### src/rtl/pulse_width_monitor_pkg.sv
// Shared types and default sizing for the pulse width monitor.
package delay_pkg;
  typedef enum logic [1:0] {ST_IDLE, ST_MEASURE, ST_PEND} state_e;

  localparam int DEF_CNT_W       = 8;
  localparam int DEF_MIN_WIDTH   = 3;
  localparam int DEF_SYNC_STAGES = 2;
endpackage

### src/rtl/pulse_width_monitor_sync_ff.sv
// Multi-stage flip-flop synchronizer bringing an asynchronous input into clk.
module sync_ff #(
  parameter int STAGES = 2
) (
  input  logic clk,
  input  logic rst_n,
  input  logic d,
  output logic q
);
  logic [STAGES-1:0] sync_q, sync_d;

  always_comb sync_d = {sync_q[STAGES-2:0], d};

  always_ff @(posedge clk) begin
    if (!rst_n) sync_q <= '0;
    else        sync_q <= sync_d;
  end

  assign q = sync_q[STAGES-1];
endmodule

### src/rtl/pulse_width_monitor.sv
// Measures run lengths of a synchronized input, reports them over a valid/ready
// handshake and produces an inertially filtered copy of the input.
module pulse_width_monitor
  import delay_pkg::*;
#(
  parameter int CNT_W       = DEF_CNT_W,
  parameter int MIN_WIDTH   = DEF_MIN_WIDTH,
  parameter int SYNC_STAGES = DEF_SYNC_STAGES
) (
  input  logic             clk,
  input  logic             rst_n,
  input  logic             a,
  output logic             filt_o,
  output logic             meas_valid,
  input  logic             meas_ready,
  output logic [CNT_W-1:0] meas_width,
  output logic             meas_level,
  output logic             meas_glitch,
  output logic             ovf,
  input  logic             ovf_clr
);
  localparam logic [CNT_W-1:0] CNT_MAX = {CNT_W{1'b1}};
  localparam logic [CNT_W-1:0] MIN_W   = CNT_W'(MIN_WIDTH);

  logic             s;
  logic             s_prev_q, s_prev_d;
  logic             edge_det;
  logic [CNT_W-1:0] run_cnt_q, run_cnt_d;
  logic             filt_q, filt_d;
  state_e           state_q, state_d;
  logic             valid_q, valid_d;
  logic [CNT_W-1:0] width_q, width_d;
  logic             level_q, level_d;
  logic             glitch_q, glitch_d;
  logic             ovf_q, ovf_d;
  logic             capture, ovf_set;

  sync_ff #(.STAGES(SYNC_STAGES)) u_sync (
    .clk   (clk),
    .rst_n (rst_n),
    .d     (a),
    .q     (s)
  );

  always_comb begin
    s_prev_d  = s;
    edge_det  = s ^ s_prev_q;
    if (edge_det)                run_cnt_d = CNT_W'(1);
    else if (run_cnt_q == CNT_MAX) run_cnt_d = run_cnt_q;
    else                         run_cnt_d = run_cnt_q + CNT_W'(1);
    // The filter commits once the current run has lasted MIN_WIDTH cycles.
    filt_d = (run_cnt_d == MIN_W) ? s : filt_q;
  end

  always_comb begin
    state_d = state_q;
    valid_d = valid_q;
    capture = 1'b0;
    ovf_set = 1'b0;
    unique case (state_q)
      ST_IDLE: begin
        if (edge_det) state_d = ST_MEASURE;
      end
      ST_MEASURE: begin
        if (edge_det) begin
          capture = 1'b1;
          valid_d = 1'b1;
          state_d = ST_PEND;
        end
      end
      ST_PEND: begin
        if (meas_ready) begin
          if (edge_det) capture = 1'b1;
          else begin
            valid_d = 1'b0;
            state_d = ST_MEASURE;
          end
        end else if (edge_det) begin
          ovf_set = 1'b1;
        end
      end
      default: state_d = ST_IDLE;
    endcase
    width_d  = capture ? run_cnt_q : width_q;
    level_d  = capture ? s_prev_q : level_q;
    glitch_d = capture ? (run_cnt_q < MIN_W) : glitch_q;
    ovf_d    = (ovf_q & ~ovf_clr) | ovf_set;
  end

  always_ff @(posedge clk) begin
    if (!rst_n) begin
      s_prev_q  <= 1'b0;
      run_cnt_q <= '0;
      filt_q    <= 1'b0;
      state_q   <= ST_IDLE;
      valid_q   <= 1'b0;
      width_q   <= '0;
      level_q   <= 1'b0;
      glitch_q  <= 1'b0;
      ovf_q     <= 1'b0;
    end else begin
      s_prev_q  <= s_prev_d;
      run_cnt_q <= run_cnt_d;
      filt_q    <= filt_d;
      state_q   <= state_d;
      valid_q   <= valid_d;
      width_q   <= width_d;
      level_q   <= level_d;
      glitch_q  <= glitch_d;
      ovf_q     <= ovf_d;
    end
  end

  assign filt_o      = filt_q;
  assign meas_valid  = valid_q;
  assign meas_width  = width_q;
  assign meas_level  = level_q;
  assign meas_glitch = glitch_q;
  assign ovf         = ovf_q;
endmodule

### config.mk
export PLATFORM = sky130hd
export DESIGN_NAME = pulse_width_monitor
export DESIGN_NICKNAME = d
export VERILOG_FILES = /design/src/rtl/pulse_width_monitor_pkg.sv /design/src/rtl/pulse_width_monitor_sync_ff.sv /design/src/rtl/pulse_width_monitor.sv
export SDC_FILE = /design/constraint.sdc
export NUM_CORES = 1
export LEC_CHECK = 0
export CORE_MARGIN = 3
export CORE_UTILIZATION = 52
export DETAILED_ROUTE_END_ITERATION = 16
export HOLD_SLACK_MARGIN = 0.05
export PLACE_DENSITY = 0.81
export SYNTH_ARGS = -nofsm -noshare
export SYNTH_HDL_FRONTEND = slang
export SYNTH_SLANG_ARGS = --single-unit
### constraint.sdc
create_clock -name clk -period 2.4 [get_ports clk]
set_clock_uncertainty 0.2 [all_clocks]
set_input_delay 0.6 -clock clk [delete_from_list [all_inputs] [get_ports clk]]
set_output_delay 0.6 -clock clk [all_outputs]
set_load 0.01 [all_outputs]
==> flow_summary.ini <==
[timing]
finalWorstPathRequiredPeriod_ns = 2.049
drv_slew = 0
setup_viol = 0
timing.final.crit_share = 0.8538
headroom_to_the_max_slew_limit = 0.7303
fin_tns_setup_ns = 0
grt_setup_unrepaired = false
timing.final.hold_violations = 0
achievable-frequency_mhz = 488.0
worst_slew_pin_slew_ns = 0.4040

[global_routing]
total_routing_resource_utilization_after_global_routing = 0.1961
via_count_of_the_first_global_routing_pass = 954
grt_max_degree = 20
antenna_found_initial = 0
grt_first_pass_wirelength_um = 4250
grt_remaining_overflow = 0

[drt]
antenna_violating_nets_post_route = 0
routed_wirelength_um = 2451
dr_total_vias = 996
avgRoutedWirePerCell_um = 13.54
viasPerCell = 5.503
detail_route.drc_violations = 0
first_pass_iters = 4
drt_iter0_markers = 48

[placed_design]
placed_cells_incl_taps = 177
finalWeightedCongestion = 0.9087
port_buffers = 17
place_hpwl_um = 1781

[yosys]
syn_nets = 145
yosys_register_bits = 26
async_reset_ff_frac = 0
post_synth_main_area_contributors = dfxtp_1 42%, mux2i_1 9.6%, nor2b_1 6.0%
synth_area_per_cell_um2 = 9.222
synth_commonest_cells = 26 x dfxtp_1, 14 x nor2_1, 12 x mux2i_1, 12 x nor2b_1, 9 x nand2_1
number_of_enable_type_register_cells_in_the_synthesized_netlist = 0
yosysMostFrequentCell = dfxtp_1
synth_area_leader_cell = dfxtp_1
ys.warnings.count = 0
syn_area_mm2 = 0.001245
ys_dominant_reg_cell = dfxtp_1
synth.top_cell.area_share = 0.4181
synth_cell_type_count = 37
seq_area_frac_synth = 0.4181
synthCells = 135

[pwr]
internal_power_uw = 633.4
comb_power_share = 0.212
static_leakage_nw = 0.6209
power.clock.fraction = 0.246
seq_power_share = 0.541
ir_worst_vdd_mv = 0.5213
netSwitchingFraction = 0.2812
powerDensity_mw_per_mm2 = 599.4
switching_power_uw = 247.8

[cts]
cts_resized = 0
holdBufCountCts = 0
clkTransAtPathRegs_ns = 0.13
cts_inserted_buffers = 3
worst_skew_late_latency_ns = 0.32
cts_htree_levels = 1
cts-root-buf = clkbuf_4
cts_tree = yes
cts-root-to-sink-buffers = 2
clock_sinks = 26
cts_setup_buffers = 0

[worst_setup_path]
worstReg2RegStart = run_cnt_q[0]
worst-path-buf-inv = 1
critical-path-top-delay-family = buffers and inverters
cp_cell_sequence = clkdlybuf4s50_1
critical-path-max-stage-delay_ns = 0.55
worst_ep_required_time_ns = 1.60
slowest_stage_cell_crit_path = clkdlybuf4s50_1
arrival_ns = 1.25
worst_setup_path_startpoint = meas_width[0]
path_max_fanout = 2
critPathCaptureType = output pin
timing.critical_path.from_type = flop
criticalPathCategory = flop to output pin

[final_layout]
nFillCells = 183
nNetsFinal = 164
post_layout_nonfiller_instances = 181
diodes = 0
drive_above_1_share = 0.07843
layout-area-overhead-vs-synth_pct = 18.09

[hold_path]
worstHoldStart = u_sync.sync_q[0]
worstHoldPathType = flop to flop

[outcome]
outcome = finished, final reports clean

[run]
cap_viol_max_count = 0

[floorplanning]
io_pins = 18
floorplan.initialDensity = 0.5574
core_mm2 = 0.002233
die-area_mm2 = 0.003017
die-width_um = 54.93
die_h_um = 54.93
rows = 17
registers in the layout, summed over array words and instances (netlist names), 2 cells and up:
signal         cells
meas_width         8
u_sync.sync_q      2
run_cnt_q          8
state_q            2
cell type report:
type                    count  area, um^2  share of cell area
clock buffers               4       36.28             0.02468
inverters                   4       15.01             0.01021
multi-input cells         100       678.2              0.4613
flip-flops and latches     26       520.5              0.3540
well taps                  28       35.03             0.02383
repair buffers             19       185.2              0.1260
power groups by stage:
stage | Combinational [mW] | Sequential, mW | Clock [mW]
after floorplan | 0.141 | 0.481 | 0
after global placement | 0.175 | 0.483 | 0
after detailed placement | 0.185 | 0.487 | 0
after CTS | 0.186 | 0.477 | 0.227
after global routing | 0.213 | 0.482 | 0.243
final | 0.187 | 0.477 | 0.217
metrics by stage:
step / setup slack [ns] / util / hold slack, ns / instance area (um^2) / total power [mW]
6_report: 0.3508 / 0.6583 / 0.2542 / 1470 / 0.8812
5_1_grt: 0.2594 / 0.6583 / 0.2762 / 1470 / 0.9383
4_1_cts: 0.3272 / 0.6583 / 0.2630 / 1470 / 0.8896
3_5_place_dp: 0.2526 / 0.6420 / 0.2299 / 1434 / 0.6712
3_3_place_gp: 0.2981 / 0.6420 / 0.2214 / 1434 / 0.6583
2_1_floorplan: 0.6880 / - / 0.2119 / 1245 / 0.6227
path summary, 6_finish.rpt:
| check | to | slack, ns | depth (start not counted) |
|---|---|---|---|
| setup / recovery | meas_width[0] | 0.35 | 1 |
| hold reg to reg | u_sync.sync_q[1] | 0.25 | 1 |
| setup reg to reg | filt_o | 0.39 | 6 |
| hold / removal | u_sync.sync_q[1] | 0.25 | 1 |
logic make-up after synthesis:
logic type	after synthesis	share of synthesized area
mux	12	0.09649
buf+inv	9	0.03718
flops	26	0.4181
fa+ha+maj	5	0.05025
simple gates	60	0.2643
xor+xnor	4	0.03418
compound gates	19	0.09950
metal layers:
layer  share of wire  track usage  vias to the layer above
li1                -            -                      500
met1            0.43       0.2483                      446
met2            0.50       0.3130                       45
met3           0.055      0.04021                        5
met4           0.018       0.1012                        0
met5               0            0                        -
cells in the final DEF, fill, tap and decap left out, types with 3 or more instances in the layout:
cell	Yosys	layout
ha_1	5	5
clkdlybuf4s50_1	0	17
nor3_1	5	5
o21ai_0	3	3
a21oi_1	6	6
nor2b_1	12	12
inv_1	4	4
dfxtp_1	26	26
nand3_1	5	5
nor2_1	14	14
xor2_1	3	3
clkbuf_4	0	3
mux2i_1	12	12
nand2_1	9	9
Power figures use the tool's default switching activity.
